===== config.mk =====
export PLATFORM = sky130hd
export DESIGN_NAME = fetch_ctrl_flat
export DESIGN_NICKNAME = d
export VERILOG_FILES = /design/src/rtl/fetch_ctrl_if.sv /design/src/rtl/fetch_ctrl.sv /design/src/flat_wrapper.sv
export SDC_FILE = /design/constraint.sdc
export NUM_CORES = 1
export LEC_CHECK = 0
export CORE_UTILIZATION = 40
export DETAILED_ROUTE_END_ITERATION = 10
export GPL_TIMING_DRIVEN = 0
export PLACE_DENSITY = 0.67
export SLEW_MARGIN = 20
export SYNTH_ARGS = -nofsm -noshare
export SYNTH_HDL_FRONTEND = slang
export SYNTH_SLANG_ARGS = --single-unit

===== constraint.sdc =====
create_clock -name clk -period 3.42 [get_ports clk]
set_input_delay 0.513 -clock clk [delete_from_list [all_inputs] [get_ports clk]]
set_output_delay 0.513 -clock clk [all_outputs]
set_load 0.05 [all_outputs]

===== src/rtl/fetch_ctrl_if.sv =====
// Fetch controller bus: byte-wide instruction memory read port, redirect input
// and the instruction handoff to the core.
interface fetch_ctrl_if #(
  parameter int ADDR_W = 6
);
  logic              mem_rd;
  logic [ADDR_W-1:0] mem_addr;
  logic [7:0]        mem_rdata;
  logic              redirect;
  logic [ADDR_W-1:0] redirect_pc;
  logic              inst_valid;
  logic              inst_ready;
  logic [31:0]       inst;
  logic [ADDR_W-1:0] inst_pc;
  logic              busy;

  // Handshake: a word transfers on a rising edge where inst_valid && inst_ready
  // are both high; inst_valid does not depend on inst_ready, and a transfer is
  // void on any edge where redirect is also high.
  modport master (
    output mem_rd, mem_addr, inst_valid, inst, inst_pc, busy,
    input  mem_rdata, redirect, redirect_pc, inst_ready
  );

  modport slave (
    input  mem_rd, mem_addr, inst_valid, inst, inst_pc, busy,
    output mem_rdata, redirect, redirect_pc, inst_ready
  );
endinterface


===== src/rtl/fetch_ctrl.sv =====
// Instruction fetch controller: issues four byte reads per word, assembles a
// big-endian word, buffers {pc, word} in a small FIFO and flushes on redirect.
module fetch_ctrl #(
  parameter int ADDR_W  = 6,
  parameter int DEPTH   = 2,
  parameter int LAST_PC = 60
) (
  input  logic              clk,
  input  logic              reset,
  fetch_ctrl_if.master      bus,
  output logic [1:0]        dbg_state_o
);

  typedef enum logic [1:0] {
    S_IDLE  = 2'd0,
    S_ISSUE = 2'd1,
    S_DRAIN = 2'd2
  } state_t;

  localparam int PTR_W = (DEPTH > 1) ? $clog2(DEPTH) : 1;
  localparam int CNT_W = $clog2(DEPTH + 1);
  localparam logic [ADDR_W-1:0] LAST_PC_C = ADDR_W'(LAST_PC);

  state_t            state_q;
  logic [1:0]        b_q;
  logic [ADDR_W-1:0] pc_q;
  logic              pend_q;
  logic [1:0]        pend_idx_q;
  logic [23:0]       asm_q;
  logic [31:0]       word_q [DEPTH];
  logic [ADDR_W-1:0] wpc_q  [DEPTH];
  logic [PTR_W-1:0]  rd_ptr_q;
  logic [PTR_W-1:0]  wr_ptr_q;
  logic [CNT_W-1:0]  cnt_q;

  logic              issue;
  logic              push;
  logic              pop;
  logic              credit_idle;
  logic              credit_drain;
  logic [CNT_W:0]    cnt_plus1;
  logic [31:0]       push_word;

  function automatic logic [PTR_W-1:0] ptr_inc(input logic [PTR_W-1:0] p);
    return (p == PTR_W'(DEPTH - 1)) ? '0 : p + PTR_W'(1);
  endfunction

  assign issue     = (state_q == S_ISSUE);
  assign push      = (state_q == S_DRAIN);
  assign pop       = bus.inst_valid && bus.inst_ready;
  assign push_word = {asm_q, bus.mem_rdata};

  // In-flight words only exist outside IDLE, so IDLE checks the count alone and
  // DRAIN counts the word it is pushing; a same-cycle pop never adds credit.
  assign cnt_plus1    = {1'b0, cnt_q} + {{CNT_W{1'b0}}, 1'b1};
  assign credit_idle  = cnt_q < CNT_W'(DEPTH);
  assign credit_drain = cnt_plus1 < (CNT_W + 1)'(DEPTH);

  assign bus.mem_rd     = issue;
  assign bus.mem_addr   = issue ? (pc_q + {{(ADDR_W-2){1'b0}}, b_q}) : '0;
  assign bus.busy       = (state_q != S_IDLE);
  assign bus.inst_valid = (cnt_q != '0);
  assign bus.inst       = bus.inst_valid ? word_q[rd_ptr_q] : '0;
  assign bus.inst_pc    = bus.inst_valid ? wpc_q[rd_ptr_q]  : '0;
  assign dbg_state_o    = state_q;

  always_ff @(posedge clk or posedge reset) begin
    if (reset) begin
      state_q    <= S_IDLE;
      b_q        <= '0;
      pc_q       <= '0;
      pend_q     <= 1'b0;
      pend_idx_q <= '0;
      asm_q      <= '0;
      rd_ptr_q   <= '0;
      wr_ptr_q   <= '0;
      cnt_q      <= '0;
      for (int i = 0; i < DEPTH; i++) begin
        word_q[i] <= '0;
        wpc_q[i]  <= '0;
      end
    end else if (bus.redirect) begin
      state_q    <= S_ISSUE;
      b_q        <= '0;
      pc_q       <= {bus.redirect_pc[ADDR_W-1:2], 2'b00};
      pend_q     <= 1'b0;
      pend_idx_q <= '0;
      asm_q      <= '0;
      rd_ptr_q   <= '0;
      wr_ptr_q   <= '0;
      cnt_q      <= '0;
    end else begin
      pend_q     <= issue;
      pend_idx_q <= b_q;

      // Byte 3 bypasses the assembly register and goes straight into the FIFO.
      if (pend_q) begin
        case (pend_idx_q)
          2'd0:    asm_q[23:16] <= bus.mem_rdata;
          2'd1:    asm_q[15:8]  <= bus.mem_rdata;
          2'd2:    asm_q[7:0]   <= bus.mem_rdata;
          default: ;
        endcase
      end

      if (push) begin
        word_q[wr_ptr_q] <= push_word;
        wpc_q[wr_ptr_q]  <= pc_q;
        wr_ptr_q         <= ptr_inc(wr_ptr_q);
      end
      if (pop) begin
        rd_ptr_q <= ptr_inc(rd_ptr_q);
      end
      case ({push, pop})
        2'b10:   cnt_q <= cnt_q + CNT_W'(1);
        2'b01:   cnt_q <= cnt_q - CNT_W'(1);
        default: ;
      endcase

      case (state_q)
        S_IDLE: begin
          if (credit_idle) begin
            state_q <= S_ISSUE;
            b_q     <= '0;
          end
        end
        S_ISSUE: begin
          b_q <= b_q + 2'd1;
          if (b_q == 2'd3) begin
            state_q <= S_DRAIN;
          end
        end
        S_DRAIN: begin
          pc_q    <= (pc_q == LAST_PC_C) ? '0 : pc_q + ADDR_W'(4);
          b_q     <= '0;
          state_q <= credit_drain ? S_ISSUE : S_IDLE;
        end
        default: state_q <= S_IDLE;
      endcase
    end
  end

endmodule

===== src/flat_wrapper.sv =====
// flat-port wrapper written by rule: the top's interface ports become plain ports
module fetch_ctrl_flat 
#(
  parameter int ADDR_W  = 6,
  parameter int DEPTH   = 2,
  parameter int LAST_PC = 60
)
  (clk, reset, dbg_state_o, bus_mem_rd, bus_mem_addr, bus_inst_valid, bus_inst, bus_inst_pc, bus_busy, bus_mem_rdata, bus_redirect, bus_redirect_pc, bus_inst_ready);
  fetch_ctrl_if #(.ADDR_W(ADDR_W)) bus_i ();
  input  logic clk;
  input  logic reset;
  output logic [1:0] dbg_state_o;
  output wire logic [$bits(bus_i.mem_rd)-1:0] bus_mem_rd;
  output wire logic [$bits(bus_i.mem_addr)-1:0] bus_mem_addr;
  output wire logic [$bits(bus_i.inst_valid)-1:0] bus_inst_valid;
  output wire logic [$bits(bus_i.inst)-1:0] bus_inst;
  output wire logic [$bits(bus_i.inst_pc)-1:0] bus_inst_pc;
  output wire logic [$bits(bus_i.busy)-1:0] bus_busy;
  input wire logic [$bits(bus_i.mem_rdata)-1:0] bus_mem_rdata;
  input wire logic [$bits(bus_i.redirect)-1:0] bus_redirect;
  input wire logic [$bits(bus_i.redirect_pc)-1:0] bus_redirect_pc;
  input wire logic [$bits(bus_i.inst_ready)-1:0] bus_inst_ready;
  assign bus_mem_rd = bus_i.mem_rd;
  assign bus_mem_addr = bus_i.mem_addr;
  assign bus_inst_valid = bus_i.inst_valid;
  assign bus_inst = bus_i.inst;
  assign bus_inst_pc = bus_i.inst_pc;
  assign bus_busy = bus_i.busy;
  assign bus_i.mem_rdata = bus_mem_rdata;
  assign bus_i.redirect = bus_redirect;
  assign bus_i.redirect_pc = bus_redirect_pc;
  assign bus_i.inst_ready = bus_inst_ready;
  fetch_ctrl #(.ADDR_W(ADDR_W), .DEPTH(DEPTH), .LAST_PC(LAST_PC)) u_core (.clk(clk), .reset(reset), .bus(bus_i), .dbg_state_o(dbg_state_o));
endmodule

After elaboration in Yosys (flattened, before gate mapping). Cells that the tools add are included.

Register bits: 117. Input bits: 18. Output and inout port bits: 49. Logic and storage cells: 102.

Add/sub/neg operators: 8. Magnitude comparators: 5. Equality and inequality tests: 10. Multiplexer cells: 41. Bitwise logic cells: 3. Reductions and logical operators: 20.

Operators by type and width (number): 32-bit two-way mux (5); 64-bit bitwise mux (1); 6-bit two-way mux (9); 24-bit two-way mux (2); 32-bit demux with 1-bit select (1); 8-bit two-way mux (3); 2-bit nonzero test (8); 2-bit two-way mux (7); 12-bit bitwise mux (1); 2-bit one-hot mux with 3 select lines (2); 2-bit AND reduction (6); 2-bit equality test, second input constant (4); 1-bit two-way mux (8); 6-bit by 2-bit adder with 6-bit output (1); 6-bit by 3-bit adder with 6-bit output, second input constant (1); 6-bit demux with 1-bit select (1); 2-bit by 1-bit equality test with 1-bit output, second input constant (3); 6-bit equality test, second input constant (1); 2-bit by 1-bit adder with 2-bit output, second input constant (2); 2-bit greater-or-equal comparator, second input constant (2); 2-bit zero test (2); 1-bit inverter with 2-bit output (2); 2-bit one-hot mux with 2 select lines (1); 4-bit nonzero test (1); other kinds (11) (13).

Longest topological paths before layout. Gate-level depths: netlist of the first run.

Depth in word-level cells: 6. Gate-level depth with buffers: 8. Depth with buffers taken out: 5.

Worst setup path before layout of the first run. No wires, ideal clock.

Path kind: register to output. Start: register u_core.state_q[0] (netlist: u_core.dbg_state_o[0]). End: output bus_mem_addr[0]. Arrival time: 1.967 ns. Required time: 2.907 ns. Setup slack: 0.940 ns. Cell stages (with the launch flop): 4. Path buffers: 1. Cell sequence: dfrtp_1 > ha_1 > clkbuf_1 > and2_1.

Word-level cells in the longest chain between the ends: 2.

RTL lines: start: declaration (RTL line fetch_ctrl.sv:24) `state_t state_q;`; start signal: assignment (RTL line fetch_ctrl.sv:136) `state_q <= credit_drain ? S_ISSUE : S_IDLE;`; 2-bit by 1-bit equality test with 1-bit output (RTL line fetch_ctrl.sv:48) `assign issue = (state_q == S_ISSUE);`; net bus_mem_rd (RTL line flat_wrapper.sv:13) `output wire logic [$bits(bus_i.mem_rd)-1:0] bus_mem_rd;`; 6-bit two-way mux (RTL line fetch_ctrl.sv:60) `assign bus.mem_addr = issue ? (pc_q + {{(ADDR_W-2){1'b0}}, b_q}) : '0;`; end: declaration (RTL line flat_wrapper.sv:14) `output wire logic [$bits(bus_i.mem_addr)-1:0] bus_mem_addr;`.

The timed path passes the listed nets, and every way through them passes these cells.

Final worst setup path of the first run.
Start: register u_core.cnt_q[0]. End: output bus_inst[30].

Word-level cells in the longest chain between the ends: 2.

RTL lines: start: declaration (RTL line fetch_ctrl.sv:34) `logic [CNT_W-1:0] cnt_q;`; start signal: assignment (RTL line fetch_ctrl.sv:115) `2'b10: cnt_q <= cnt_q + CNT_W'(1);`; start signal: assignment (RTL line fetch_ctrl.sv:116) `2'b01: cnt_q <= cnt_q - CNT_W'(1);`; 2-bit nonzero test (RTL line fetch_ctrl.sv:62) `assign bus.inst_valid = (cnt_q != '0);`; 32-bit two-way mux (RTL line fetch_ctrl.sv:63) `assign bus.inst = bus.inst_valid ? word_q[rd_ptr_q] : '0;`; end: declaration (RTL line flat_wrapper.sv:16) `output wire logic [$bits(bus_i.inst)-1:0] bus_inst;`.

Every way passes these cells.

==> flow_summary_export.csv, run 1 <==
group,metric,value,unit
clock_tree,cts_buffers,9,
floorplanning,initial_utilization,41.4,%
synth,netlist.top_cell.by_area,"dfrtp_1",
layout,final_common_cell,"dfrtp_1",
critical_path,critPathKind,"reg -> out",
status,status,"complete, no violations",
pwr,p_sw_share,28.6,%
synth,avgSynthCellArea,12.8,sq um
pwr,power_frac_seq,48.7,%
routing,wl_per_cell,16.7,microns
pwr,vdd_ir_drop_max,0.000337,V
synth,syn_inst,412,
clock_tree,clock_latency,340,ps
clock_tree,cts_hold_buf,0,
routing,vias_per_cell,4.93,
synth,ys_seq_area_share,52.7,%
sta,setup_viol,0,
job,cap_violations,0,
synth,ys_top_cells_by_area,"dfrtp_1 53%, mux2i_1 11%, mux2_2 9.2%",
synth,synth_cell_types,35,
critical_path,cp.arrival,2620,ps
layout,nNetsFinal,512,
layout,layout_common_cells,"111 x dfrtp_1, 64 x nor2_1, 61 x clkdlybuf4s50_1",
sta,worst_slew_pin_slew,616,ps
layout,drive_above_1_share,23.1,%
worst_hold_path,min-delay-start,"u_core.word_q[11]$_DFFE_PP0P_",
placement,portBuffers,61,
sta,fin_tns_setup,0,ps
grt,grt_pass1_vias,3472,
pwr,powerDensity,480,nW/um^2
critical_path,rr_startpoint,"u_core.dbg_state_o[0]$_DFFE_PP0P_",
synth,async_reset_ff_share,100,%
clock_tree,cts_resized,0,
pwr,p_leak,2.93,nW
critical_path,cp_data_required_time,2910,ps
placement,routabilityCongestion,0.784,
layout,area_growth,22.2,%
sta,drv_slew,0,
layout,diodes,0,
sta,fin_crit,3130,ps
critical_path,critPathCaptureType,"output pin",
critical_path,max_stage_delay,740,ps
synth,synthFlopType,"dfrtp_1",
clock_tree,root_buffer,"clkbuf_16",
sta,finalCritPeriodShare,91.6,%
grt,antenna_found_initial,0,
clock_tree,cts.clk_slew.worst_paths,70,ps
floorplanning,dieArea,13600,sq um
synth,syn_area,5270,sq um
clock_tree,cts_tree,"yes",
floorplanning,row_count,41,
synth,synth_top_area_share,52.7,%
grt,grt_max_degree,36,
pwr,clkPwrFrac,31.7,%
grt,overflow,0,
grt,grt_usage,17.9,%
floorplanning,dieWidth,117,microns
floorplanning,die_h,117,microns
sta,rsz0062_at_grt,"no",
critical_path,worst_setup_path_start_kind,"flop",
pwr,switching_power,0.883,mW
routing,firstDrtPassIters,5,
routing,first_iter_violations,188,
clock_tree,cts.sinks,111,
synth,ys_ff_latch,111,
routing,vias,3278,
critical_path,worst_path_dominant_cell_family,"buffers and inverters",
worst_hold_path,worstHoldPathType,"reg -> reg",
critical_path,worst-path-buf-inv,3,
clock_tree,htree_num_levels,3,
routing,drc,0,
critical_path,startpoint,"u_core.cnt_q[0]$_DFFE_PP0P_",
sta,fmax,319,MHz
floorplanning,ioPinCount,67,
layout,fin_cells,665,
floorplanning,fp.coreArea,12700,sq um
placement,hpwl,7740,microns
clock_tree,clockBufferDepth,2,
critical_path,path_common_cell,"nor2_1",
critical_path,critical_path.slowest_cell,"clkdlybuf4s50_1",
clock_tree,cts_setup_buffers,0,
routing,routed_wl,11100,microns
critical_path,path_cells,"nor2_1, clkbuf_2, buf_1, nor2_1, clkdlybuf4s50_1",
pwr,internal-power,2.21,mW
placement,dp_cells,649,
sta,clock_skew,5.40,ps
grt,grt_pass1_wl,18300,microns
sta,hold_viol_final,0,
layout,fillers,1134,
routing,ant_nets,0,
synth,synth_edf_count,0,
pwr,combPwrFrac,19.6,%
sta,timing.slew.headroom,58.9,%
synth,yosys_warnings,0,
critical_path,critPathMaxFanout,10,
[synthesized netlist by cell type (3+ instances only)]
cell	number
a21oi_1	6
and2_1	6
buf_1	3
buf_12	3
buf_2	7
clkbuf_1	7
clkbuf_8	4
dfrtp_1	111
ha_1	6
inv_1	10
mux2_2	43
mux2_4	30
mux2i_1	60
nand2_1	4
nand2b_1	3
nand3_1	5
nand3b_1	3
nor2_1	64
nor2b_1	6
o21ai_0	9
xor2_1	3
[stage by stage]
step	power (mW)	setup WS [ps]	cell area [sq um]	hold WS, ps	utilization, %
finish	3.09	286	6440	506	50.6
global route	3.24	172	6440	519	50.6
CTS	3.11	85.9	6440	509	50.6
detailed placement	2.13	467	6170	493	48.5
global placement	2.11	445	6110	487	48.0
floorplan	1.95	940	5280	479	-
[worst paths after layout]
kind	to	slack, ps	depth (start not counted)
setup / recovery	bus_inst[30]	290	5
hold / removal	u_core.word_q[11]$_DFFE_PP0P_	510	1
setup reg to reg	u_core.word_q[37]$_DFFE_PP0P_	1470	8
hold reg to reg	u_core.word_q[11]$_DFFE_PP0P_	510	1
max in group asynchronous	u_core.word_q[43]$_DFFE_PP0P_	2050	4
min in group asynchronous	u_core.word_q[35]$_DFFE_PP0P_	590	2
[kinds of logic (layout without fill, tap and decap cells)]
logic type | count (synthesis) | in the layout | share of synthesized area [%]
other | 1 | 2 | 0.0711
DFF | 111 | 111 | 52.7
AOI/OAI and AO/OA | 21 | 21 | 2.33
buffers and inverters | 38 | 118 | 4.98
muxes | 133 | 133 | 29.1
adders and majority gates | 6 | 6 | 1.42
and+or+nand+nor | 98 | 98 | 8.73
xor gates and xnor gates | 4 | 4 | 0.665
[power by group through the flow]
stage	clock [mW]	sequential (mW)	combinational, mW
finish	0.981	1.50	0.605
global route	1.06	1.52	0.656
CTS	0.999	1.50	0.611
detailed placement	0	1.53	0.605
global placement	0	1.52	0.584
floorplan	0	1.52	0.432
[final cells by class]
cell class              count  area (sq um)  area share (%)
repair buffers             64           671            10.4
clock inverters             4          30.0           0.466
plain buffers              28           226            3.51
well taps                 172           215            3.34
inverters                  10          41.3           0.641
multi-input cells         264          2240            34.7
flip-flops and latches    111          2780            43.1
clock buffers              12           246            3.83
[per-layer routing]
| metal | GRT usage [%] | part of all wire (%) |
|---|---|---|
| met5 | 0 | 0 |
| met4 | 3.54 | 0.70 |
| met3 | 3.66 | 4.4 |
| met2 | 30.1 | 47 |
| met1 | 24.2 | 48 |
[registers in the layout (all words and copies together), names as in the netlist]
register	cells
u_core.asm_q	24
u_core.b_q	2
u_core.cnt_q	2
u_core.dbg_state_o	2
u_core.pc_q	4
u_core.pend_idx_q	2
u_core.pend_q	1
u_core.rd_ptr_q	1
u_core.word_q	64
u_core.wpc_q	8
u_core.wr_ptr_q	1
No activity file was read; power rests on OpenSTA's default activity.
==> inputs of run 2 (changes only) <==
--- a/config.mk
+++ b/config.mk
@@ -5,6 +5,7 @@
 export SDC_FILE = /design/constraint.sdc
 export NUM_CORES = 1
 export LEC_CHECK = 0
+export ABC_AREA = 1
 export CORE_UTILIZATION = 40
 export DETAILED_ROUTE_END_ITERATION = 10
 export GPL_TIMING_DRIVEN = 0
==> run 2 against run 1 <==
Routed wire length rose by 19%. Critical path type unchanged. Highest routed layer unchanged. Sequential share of layout area fell by 0.33 points. Maximum frequency rose by 3.6%. Worst hold slack got worse by 23 ps. Global-route usage rose by 3.2 points. Register-to-register slack improved by 320 ps. Core utilization rose by 0.39 points.
==> flow_summary_export.csv, run 2 <==
group,metric,value,unit
synth,synth_top_family_by_area,"simple AND/OR/NAND/NOR gates",
layout,nNetsFinal,692,
synth,synth_simple_gate_area_share,17.6,%
pwr,p_leak,2.98,nW
synth,synth_cell_types,25,
grt,overflow,0,
synth,synthMuxAreaShare,0,%
synth,synth-compound-area-share,17.1,%
synth,syn_area,5250,sq um
routing,routed_wl,13200,microns
status,status,"complete, no violations",
sta,setup_viol,0,
layout,layout_common_cells,"197 x nand2_1, 111 x dfrtp_1, 61 x clkdlybuf4s50_1",
layout,diodes,0,
clock_tree,cts_hold_buf,0,
critical_path,critPathCaptureType,"output pin",
grt,grt_usage,21.1,%
pwr,power_frac_seq,35.7,%
critical_path,cp.arrival,2510,ps
synth,ys_top_cells_by_area,"dfrtp_1 53%, nand2_1 14%, o21ai_2 7.0%",
sta,fin_crit,3030,ps
worst_hold_path,worstHoldPathType,"reg -> reg",
clock_tree,cts_setup_buffers,0,
synth,async_reset_ff_share,100,%
routing,vias,4266,
layout,top_register,"u_core.word_q",
routing,vias_per_cell,5.05,
synth,ys_top_cells_by_count,"197 x nand2_1, 111 x dfrtp_1, 54 x inv_1",
clock_tree,htree_num_levels,3,
synth,synth_top_area_share,52.9,%
layout,drive_above_1_share,15.8,%
synth,ys_ff_latch,111,
floorplanning,die_h,117,microns
sta,timing.slew.headroom,55.8,%
sta,drv_slew,0,
synth,synthFlopType,"dfrtp_1",
synth,yosys.area_share.xor_xnor,0.500,%
sta,hold_viol_final,0,
critical_path,critPathMaxFanout,10,
clock_tree,cts.sinks,111,
sta,clock_skew,6.72,ps
sta,fmax,330,MHz
clock_tree,cts.clk_slew.worst_paths,70,ps
placement,routabilityCongestion,0.825,
grt,grt_max_degree,31,
sta,finalCritPeriodShare,88.5,%
synth,synth_edf_count,0,
job,cap_violations,0,
critical_path,worst_setup_path_start_kind,"flop",
routing,wl_per_cell,15.7,microns
placement,hpwl,9630,microns
pwr,combPwrFrac,44.5,%
layout,area_growth,23.6,%
floorplanning,ioPinCount,67,
floorplanning,row_count,41,
pwr,p_sw_share,42.9,%
pwr,internal-power,3.08,mW
pwr,vdd_ir_drop_max,0.000606,V
clock_tree,cts_buffers,9,
layout,fillers,1207,
pwr,p_total,5.40,mW
layout,final_common_cell,"nand2_1",
synth,yosys_warnings,0,
placement,portBuffers,61,
floorplanning,initial_utilization,41.3,%
layout,multi_input_area,1930,sq um
critical_path,critPathKind,"reg -> out",
routing,first_iter_violations,342,
pwr,clkPwrFrac,19.9,%
synth,yosysMostFrequentCell,"nand2_1",
synth,avgSynthCellArea,8.89,sq um
layout,layout.area.seq,2780,sq um
layout,largest_register_ffs,64,
layout,biggestRegsByFlops,"u_core.word_q: 64 flops, u_core.asm_q: 24 flops, u_core.wpc_q: 8 flops",
routing,drc,0,
critical_path,cp_data_required_time,2910,ps
routing,ant_nets,0,
routing,firstDrtPassIters,5,
pwr,switching_power,2.31,mW
pwr,powerDensity,831,nW/um^2
clock_tree,root_buffer,"clkbuf_16",
sta,rsz0062_at_grt,"no",
synth,synthAdderAreaFrac,1.43,%
clock_tree,clockBufferDepth,2,
floorplanning,dieWidth,117,microns
grt,antenna_found_initial,0,
floorplanning,fp.coreArea,12700,sq um
synth,syn_inst,591,
synth,netlist.top_cell.by_area,"dfrtp_1",
clock_tree,cts_tree,"yes",
grt,grt_pass1_wl,21300,microns
sta,worst_slew_pin_slew,663,ps
floorplanning,dieArea,13600,sq um
grt,grt_pass1_vias,4045,
synth,ys_seq_area_share,52.9,%
clock_tree,clock_latency,360,ps
clock_tree,cts_resized,0,
sta,fin_tns_setup,0,ps
run 2: critical path: stages (launching register included):
cell and delay, ps:
dfrtp_1 320, buf_4 170, clkbuf_1 530, nand2_1 100, a21oi_1 210, clkdlybuf4s50_1 830
run 2: routing by layer:
metal  wire (microns)  GRT usage (%)  vias up
li1                 -              -     2031
met1             5620           27.6     2042
met2             6580           35.6      172
met3              860           4.31       21
met4              177           5.91        0
met5                0              0        -
run 2: path summary, 6_finish.rpt:
kind	slack, ps	end	depth (start not counted)	from
worst max-delay path	390	bus_inst[5]	5	u_core.rd_ptr_q$_DFFE_PP0P_
worst min-delay path	480	u_core.word_q[36]$_DFFE_PP0P_	2	u_core.word_q[36]$_DFFE_PP0P_
worst max register to register	1790	u_core.word_q[44]$_DFFE_PP0P_	8	u_core.dbg_state_o[0]$_DFFE_PP0P_
worst min register to register	480	u_core.word_q[36]$_DFFE_PP0P_	2	u_core.word_q[36]$_DFFE_PP0P_
max in group asynchronous	2220	u_core.pc_q[5]$_DFFE_PP0P_	4	reset
min in group asynchronous	520	u_core.word_q[41]$_DFFE_PP0P_	2	reset
run 2: layout make-up:
type / instances / share of cell area [%]
sequential: 111 / 42.8
multi-input combinational: 388 / 29.7
timing repair buffer: 65 / 11.0
buffer: 33 / 4.87
inverter: 60 / 3.60
clock buffer: 9 / 3.47
tap: 172 / 3.31
clock inverter: 7 / 1.23
run 2: cell families after synthesis:
group                    Yosys count
AO/OA/AOI/OAI                    146
XOR/XNOR                           3
adder cells (fa/ha/maj)            6
buffers and inverters             93
flip-flops                       111
other                              1
AND/OR/NAND/NOR                  231
run 2: power groups by stage:
stage               combinational, mW  sequential [mW]  clock, mW
floorplan                        1.68             1.92          0
global placement                 2.35             1.92          0
detailed placement               2.40             1.94          0
CTS                              2.41             1.92       1.09
global route                     2.58             1.97       1.14
finish                           2.40             1.92       1.07
run 2: metrics by stage:
stage	instance area [sq um]	setup slack (ps)	utilization, %	std cells	hold slack [ps]
4_1_cts	6490	390	51.0	845	487
2_1_floorplan	5260	1150	-	592	455
5_1_grt	6490	257	51.0	845	508
3_5_place_dp	6190	775	48.6	829	469
6_report	6490	394	51.0	845	483
3_3_place_gp	6090	560	47.8	825	465
==> inputs of run 3 (changes only) <==
--- a/config.mk
+++ b/config.mk
@@ -6,6 +6,7 @@
 export NUM_CORES = 1
 export LEC_CHECK = 0
 export ABC_AREA = 1
+export CAP_MARGIN = 10
 export CORE_UTILIZATION = 40
 export DETAILED_ROUTE_END_ITERATION = 10
 export GPL_TIMING_DRIVEN = 0
==> results of run 3 <==
The final DEF is identical to that of run 2; final timing and power are the same.
